--- src/rtl/ws2812_chain_ctrl.sv ---
// WS2812 chain frame scheduler: per-LED colour registers, brightness scaling,
// rate-limited GRB/MSB-first bit streaming over valid/ready, then latch gap.
module ws2812_chain_ctrl #(
    parameter int NUM_LEDS   = 4,
    parameter int ADDR_W     = 2,
    parameter int CLK_FRE    = 48_000_000,
    parameter int REFRESH_HZ = 100,
    parameter int RESET_US   = 80
) (
    input  logic              clk,
    input  logic              reset_n,
    input  logic              wr_en,
    input  logic [ADDR_W-1:0] wr_addr,
    input  logic [23:0]       wr_data,
    input  logic [7:0]        brightness,
    output logic              bit_valid,
    output logic              bit_data,
    input  logic              bit_ready,
    output logic              busy,
    output logic              frame_done
);

    localparam int PERIOD_CYC = CLK_FRE / REFRESH_HZ;
    localparam int RESET_CYC  = (CLK_FRE / 1_000_000) * RESET_US;
    localparam int PER_W      = (PERIOD_CYC > 1) ? $clog2(PERIOD_CYC) : 1;
    localparam int LAT_W      = (RESET_CYC > 1) ? $clog2(RESET_CYC) : 1;
    localparam int RAM_DEPTH  = 1 << ADDR_W;

    localparam logic [PER_W-1:0]  PER_MAX    = PER_W'(PERIOD_CYC - 1);
    localparam logic [PER_W-1:0]  PER_ONE    = PER_W'(1);
    localparam logic [LAT_W-1:0]  LAT_LAST   = LAT_W'(RESET_CYC - 1);
    localparam logic [LAT_W-1:0]  LAT_PRE    = LAT_W'((RESET_CYC > 1) ? RESET_CYC - 2 : 0);
    localparam logic [LAT_W-1:0]  LAT_ONE    = LAT_W'(1);
    localparam logic [ADDR_W-1:0] IDX_LAST   = ADDR_W'(NUM_LEDS - 1);
    localparam logic [ADDR_W-1:0] IDX_ONE    = ADDR_W'(1);
    localparam logic [ADDR_W:0]   NUM_LEDS_W = (ADDR_W + 1)'(NUM_LEDS);
    localparam logic              LAT_SINGLE = (RESET_CYC == 1) ? 1'b1 : 1'b0;

    typedef enum logic [1:0] {
        ST_IDLE  = 2'd0,
        ST_LOAD  = 2'd1,
        ST_SHIFT = 2'd2,
        ST_LATCH = 2'd3
    } state_t;

    // (ch * (bri + 1)) >> 8 on a 16-bit product; bri = 255 passes ch unchanged
    function automatic logic [7:0] scale_ch(input logic [7:0] ch, input logic [7:0] bri);
        logic [15:0] prod;
        prod = {8'd0, ch} * ({8'd0, bri} + 16'd1);
        return prod[15:8];
    endfunction

    state_t            state_r;
    logic              dirty_r;
    logic [PER_W-1:0]  period_cnt_r;
    logic [LAT_W-1:0]  latch_cnt_r;
    logic [7:0]        bri_q_r;
    logic [ADDR_W-1:0] idx_r;
    logic [4:0]        bitcnt_r;
    logic [23:0]       shreg_r;
    logic [23:0]       ram_r [RAM_DEPTH];

    logic              wr_hit_s;
    logic              transfer_s;
    logic [23:0]       led_s;
    logic [23:0]       grb_s;

    // Write qualification, handshake and scaled GRB word for the LED being loaded
    always_comb begin
        wr_hit_s   = 1'b0;
        transfer_s = 1'b0;
        led_s      = 24'd0;
        grb_s      = 24'd0;
        if (wr_en && ({1'b0, wr_addr} < NUM_LEDS_W)) begin
            wr_hit_s = 1'b1;
        end else begin
            wr_hit_s = 1'b0;
        end
        transfer_s = bit_valid & bit_ready;
        led_s      = ram_r[idx_r];
        grb_s      = {scale_ch(led_s[15:8], bri_q_r),
                      scale_ch(led_s[23:16], bri_q_r),
                      scale_ch(led_s[7:0], bri_q_r)};
    end

    // Colour register file; out-of-range addresses are dropped
    always_ff @(posedge clk or negedge reset_n) begin
        if (!reset_n) begin
            for (int i = 0; i < RAM_DEPTH; i++) begin
                ram_r[i] <= 24'd0;
            end
        end else if (wr_hit_s) begin
            ram_r[wr_addr] <= wr_data;
        end
    end

    // Frame scheduler: rate limit, per-LED load, bit shifting and latch gap
    always_ff @(posedge clk or negedge reset_n) begin
        if (!reset_n) begin
            state_r      <= ST_IDLE;
            dirty_r      <= 1'b1;
            period_cnt_r <= PER_MAX;
            latch_cnt_r  <= {LAT_W{1'b0}};
            bri_q_r      <= 8'd0;
            idx_r        <= {ADDR_W{1'b0}};
            bitcnt_r     <= 5'd0;
            shreg_r      <= 24'd0;
            bit_valid    <= 1'b0;
            busy         <= 1'b0;
            frame_done   <= 1'b0;
        end else begin
            if (period_cnt_r != PER_MAX) begin
                period_cnt_r <= period_cnt_r + PER_ONE;
            end
            if (wr_hit_s) begin
                dirty_r <= 1'b1;
            end
            case (state_r)
                ST_IDLE: begin
                    if (dirty_r && (period_cnt_r == PER_MAX)) begin
                        // a write landing on the start cycle keeps the chain dirty
                        dirty_r      <= wr_hit_s;
                        bri_q_r      <= brightness;
                        idx_r        <= {ADDR_W{1'b0}};
                        period_cnt_r <= {PER_W{1'b0}};
                        busy         <= 1'b1;
                        state_r      <= ST_LOAD;
                    end
                end
                ST_LOAD: begin
                    shreg_r   <= grb_s;
                    bitcnt_r  <= 5'd23;
                    bit_valid <= 1'b1;
                    state_r   <= ST_SHIFT;
                end
                ST_SHIFT: begin
                    if (transfer_s) begin
                        shreg_r  <= {shreg_r[22:0], 1'b0};
                        bitcnt_r <= bitcnt_r - 5'd1;
                        if (bitcnt_r == 5'd0) begin
                            bit_valid <= 1'b0;
                            if (idx_r == IDX_LAST) begin
                                latch_cnt_r <= {LAT_W{1'b0}};
                                frame_done  <= LAT_SINGLE;
                                state_r     <= ST_LATCH;
                            end else begin
                                idx_r   <= idx_r + IDX_ONE;
                                state_r <= ST_LOAD;
                            end
                        end
                    end
                end
                ST_LATCH: begin
                    if (latch_cnt_r == LAT_LAST) begin
                        frame_done <= 1'b0;
                        busy       <= 1'b0;
                        state_r    <= ST_IDLE;
                    end else begin
                        latch_cnt_r <= latch_cnt_r + LAT_ONE;
                        frame_done  <= (latch_cnt_r == LAT_PRE);
                    end
                end
                default: begin
                    state_r <= ST_IDLE;
                end
            endcase
        end
    end

    assign bit_data = shreg_r[23];

endmodule

--- config.mk ---
export PLATFORM = sky130hd
export DESIGN_NAME = ws2812_chain_ctrl
export DESIGN_NICKNAME = d
export VERILOG_FILES = /design/src/rtl/ws2812_chain_ctrl.sv
export SDC_FILE = /design/constraint.sdc
export NUM_CORES = 1
export LEC_CHECK = 0
export CORE_AREA = 2 2 242 244
export DETAILED_ROUTE_END_ITERATION = 8
export DIE_AREA = 0 0 244 246
export GPL_ROUTABILITY_DRIVEN = 0
export PLACE_DENSITY = 0.45
export SLEW_MARGIN = 20
export SYNTH_ARGS = -nofsm -noshare
export SYNTH_HDL_FRONTEND = slang
export SYNTH_SLANG_ARGS = --single-unit
--- constraint.sdc ---
create_clock -name clk -period 11.5 [get_ports clk]
set_input_delay 2.3 -clock clk [delete_from_list [all_inputs] [get_ports clk]]
set_output_delay 2.3 -clock clk [all_outputs]
set_load 0.02 [all_outputs]
==> metrics list <==
- Post-synth EDFFs: 0
- Reg2reg start: bri_q_r[0]$_DFFE_PN0P_
- Power per cell area: 115 mW/mm2
- The Yosys step of the flow raised 0 warnings.
- Averaged over all synthesized cells, the footprint is 10.2 um2.
- At the end of the flow, the number of nets in the layout was 1,684.
- Summed over all failing endpoints, the final setup total negative slack is 0 ps.
- Required time reported for the critical path endpoint: 11,840 ps
* Number of gates given a new drive strength after cts: 0
* Critical Path Source: bri_q_r[0]$_DFFE_PN0P_
* Largest net degree at the start of global routing: 85
- At the pin with the least slew margin, the transition time is 959 ps.
* Setup repair after global routing missed its margin: no
- Setup slack on the worst reg-to-reg path comes out at 4750 ps.
* Result of the run: finished clean
- Total via count after detailed routing: 9,979
- Number of rows in the core area: 88
- The die covers 0.0600 mm2.
- In the finished design, the share of the clock period the worst path needs comes to 58.7%.
* Type of the worst setup path: reg2reg
- Fraction of registers with async set or reset after synthesis: 100%
- In this run the deepest clock path goes through 2 buffers.
* Total Routed Length: 34,500 um
* Instance count after placement with tap cells included: 2,169
- Max stage delay cell, worst path: sky130_fd_sc_hd__dfrtp_1
- Routed Antenna Nets: 0
- Based on the critical path, the design can be clocked at up to 148 MHz.
* Maximum fanout count along the critical path: 25
* TritonCTS clock tree: done
- Cells on worst reg2reg path: 18
- After detailed routing, the average wire length per cell comes to 15.7 um.
- Layout cells sized above 1: 16.8%
- Initial antenna violation count: 0
* Via count of the first global-routing pass: 10,900
- Synthesis produced 1,398 cells.
- Headroom to the max-slew limit came out at 36.0%.
* CP endpoint kind: flip-flop
* Total buffers and inverters traversed by the critical path: 4
- Cell types occupying the most area after synthesis: sky130_fd_sc_hd__dfrtp_1, sky130_fd_sc_hd__fa_1, sky130_fd_sc_hd__mux2_2, sky130_fd_sc_hd__ha_1, sky130_fd_sc_hd__nor2_1
* Fillers: 5,956
- The commonest cells after synthesis are sky130_fd_sc_hd__nor2_1, sky130_fd_sc_hd__dfrtp_1, sky130_fd_sc_hd__inv_1, sky130_fd_sc_hd__mux2_2, sky130_fd_sc_hd__fa_1.
- H-Tree Depth: 4
- Summed over all nets, the half-perimeter wirelength after detailed placement is 25,100 um.
* Worst ir drop on vdd: 84.1 uV
* Length of the first detailed-routing pass in iterations: 5
- The critical path ends at shreg_r[7]$_DFFE_PN0P_.
- The endpoint identified for the worst register-to-register timing path is shreg_r[7]$_DFFE_PN0P_.
- Post-detailed-route DRC marker count: 0
- Static Leak: 0.00741 uW
- Io pins: 42
- Sequential cell area fraction in the yosys report: 30.4%
* Synthesized Nets: 1,659
- Excluding fillers, the count of instances in the completed layout stands at 2,201.
* Cell family contributing the most delay on the critical path: adder cells
* Final hold violation count: 0
- Setup violations remaining at the end of the flow were counted as 0.
- On the worst path, the slowest cell contributes a delay of 930 ps.
* Crit path top cell by count: sky130_fd_sc_hd__fa_1
- Summed over its instances, the top area cell type makes up 27.6% of the synthesized netlist area.
- Initial DRC Count: 369
* Area growth from synthesis to layout: 13.9%
- Among all flip-flop cells after synthesis, the most frequent one is sky130_fd_sc_hd__dfrtp_1.
* Number of pins with negative max-slew slack in the final report: 0
- Starting density of the core: 24.8%
* Clock buffers created by TritonCTS: 17
* Summed instance area of the synthesized netlist: 0.0142 mm2
- Once the clock tree was built, the setup fixing pass inserted 0 buffers.
* Source-to-sink clock delay at the later pin of the worst-skew pair: 460 ps
* Library cell used as clock root buffer: sky130_fd_sc_hd__clkbuf_16
- Counting I/O delays and the setup requirement, the final critical path takes 6750 ps.
- MaxCap Viol Count: 0
- Total global-route track usage: 12.3%
- Clk sink count: 172
- Data arrival time at the worst-slack endpoint: 7090 ps
- Die height: 246 um
- Number of stages on the worst setup path: 18
* Critical Path Source Type: flip-flop
- During placement, the flow inserted port buffers numbering 41.
* Wire length of the first global-routing pass: 58,500 um
* Library cell occupying the most area in the post-synthesis netlist: sky130_fd_sc_hd__dfrtp_1
* Die Wd: 244 um
- Hold-fix buffer count after cts: 0
- Most frequent cell after synthesis: sky130_fd_sc_hd__nor2_1
- Flip-flop and latch count after synthesis: 172
- 0 antenna diodes ended up in the layout.
- The signal on the critical path passes through ha_1 -> clkinv_1 -> or2_2 -> fa_1 -> fa_1 -> inv_1 -> fa_1 -> inv_1 -> fa_1 -> inv_1 -> ha_1 -> and3_1 -> a221o_1 -> o21ai_0 -> a31oi_1 -> o31ai_1 -> mux2i_1 -> nor2_1.
- After clock tree synthesis, the clock-pin slew on the worst setup and hold paths is 70 ps.
- Clock skew on the completed layout was measured at 12.5 ps.
- Total congestion overflow after global routing: 0
- The number of different library cells used by synthesis comes to 77.
- Total core area: 0.0574 mm2
* Average vias per placed instance: 4.53
- Type of the worst min-delay path: reg2reg
-- cell type report --
| type | count | area [um2] | area share (%) |
|---|---|---|---|
| multi-input cells | 1025 | 9160 | 56.5 |
| well taps | 765 | 957 | 5.91 |
| clock buffers | 19 | 443 | 2.73 |
| clock inverters | 13 | 179 | 1.10 |
| flip-flops and latches | 172 | 4330 | 26.7 |
| repair buffers | 63 | 597 | 3.68 |
| inverters | 144 | 541 | 3.34 |
-- per-layer routing --
| layer | GRT usage [%] | vias to the layer above | part of all wire, % |
|---|---|---|---|
| li1 | - | 4709 | - |
| met1 | 15.7 | 5166 | 46 |
| met2 | 21.8 | 89 | 50 |
| met3 | 1.71 | 15 | 1.8 |
| met4 | 3.17 | 0 | 1.3 |
| met5 | 0 | - | 0 |
-- sequential cells by signal, indices dropped and copies added (netlist names) --
name	flops
frame_done	1
latch_cnt_r	12
shreg_r	24
bit_valid	1
state_r	2
bitcnt_r	5
idx_r	2
period_cnt_r	19
bri_q_r	8
busy	1
ram_r	96
dirty_r	1
-- report_power, final --
part	leakage (uW)	switching [uW]	internal, uW
sequential	0.00203	73.2	719
combinational	0.00507	263	191
clock	0.000306	264	353
-- placed cells by master (no fill, tap or decap), drive strengths merged, types with 6 or more instances in the layout --
cell           netlist  layout
or2                 18      18
nand3               30      30
fa                 120     120
dfrtp              157     157
o21ai               44      44
mux2i               31      31
ha                 103     103
mux2               127     127
nand2b              19      19
and3                15      15
clkdlybuf4s50        0      40
buf                 16      23
mux4                 6       6
nor3                12      12
nand4                9       9
nor2b               12      12
clkinv               1       6
inv                143     148
clkbuf              41      19
or3                 16      16
dfstp               15      15
a21o                10      10
xor2                30      30
o21a                 7       7
nand2               69      69
nor2               207     207
and2                12      12
xnor2               30      30
a21oi               30      30
-- stage by stage --
step                hold WS [ps]  area [um2]  setup WS, ps  power, uW  utilization [%]
floorplan                    449       14200          5700       1100                -
global placement             467       15500          4850       1260             27.1
detailed placement           470       15600          4700       1270             27.2
CTS                          487       16200          4670       1900             28.2
global route                 512       16200          4300       1990             28.2
finish                       485       16200          4750       1860             28.2
-- cell families (layout without fill, tap and decap cells) --
group | Yosys count | count (layout) | share of synthesized area, %
simple gates | 441 | 441 | 14.7
buf+inv | 201 | 239 | 5.56
xor+xnor | 60 | 60 | 3.69
fa+ha+maj | 224 | 224 | 26.0
compound gates | 136 | 136 | 6.47
mux | 164 | 164 | 13.2
flops | 172 | 172 | 30.4
-- how the worst min path moves through the flow --
| stage | startpoint | to | slack, ps | cells after the start |
|---|---|---|---|---|
| global placement | shreg_r[16]$_DFFE_PN0P_ | shreg_r[16]$_DFFE_PN0P_ | 470 | 2 |
| global route | shreg_r[16]$_DFFE_PN0P_ | shreg_r[16]$_DFFE_PN0P_ | 510 | 2 |
| CTS | shreg_r[16]$_DFFE_PN0P_ | shreg_r[16]$_DFFE_PN0P_ | 490 | 2 |
| finish | bitcnt_r[0]$_DFFE_PN0P_ | bitcnt_r[0]$_DFFE_PN0P_ | 480 | 1 |
| detailed placement | shreg_r[16]$_DFFE_PN0P_ | shreg_r[16]$_DFFE_PN0P_ | 470 | 2 |
| floorplan | shreg_r[16]$_DFFE_PN0P_ | shreg_r[16]$_DFFE_PN0P_ | 450 | 2 |
(Power assumes the default switching activity.)
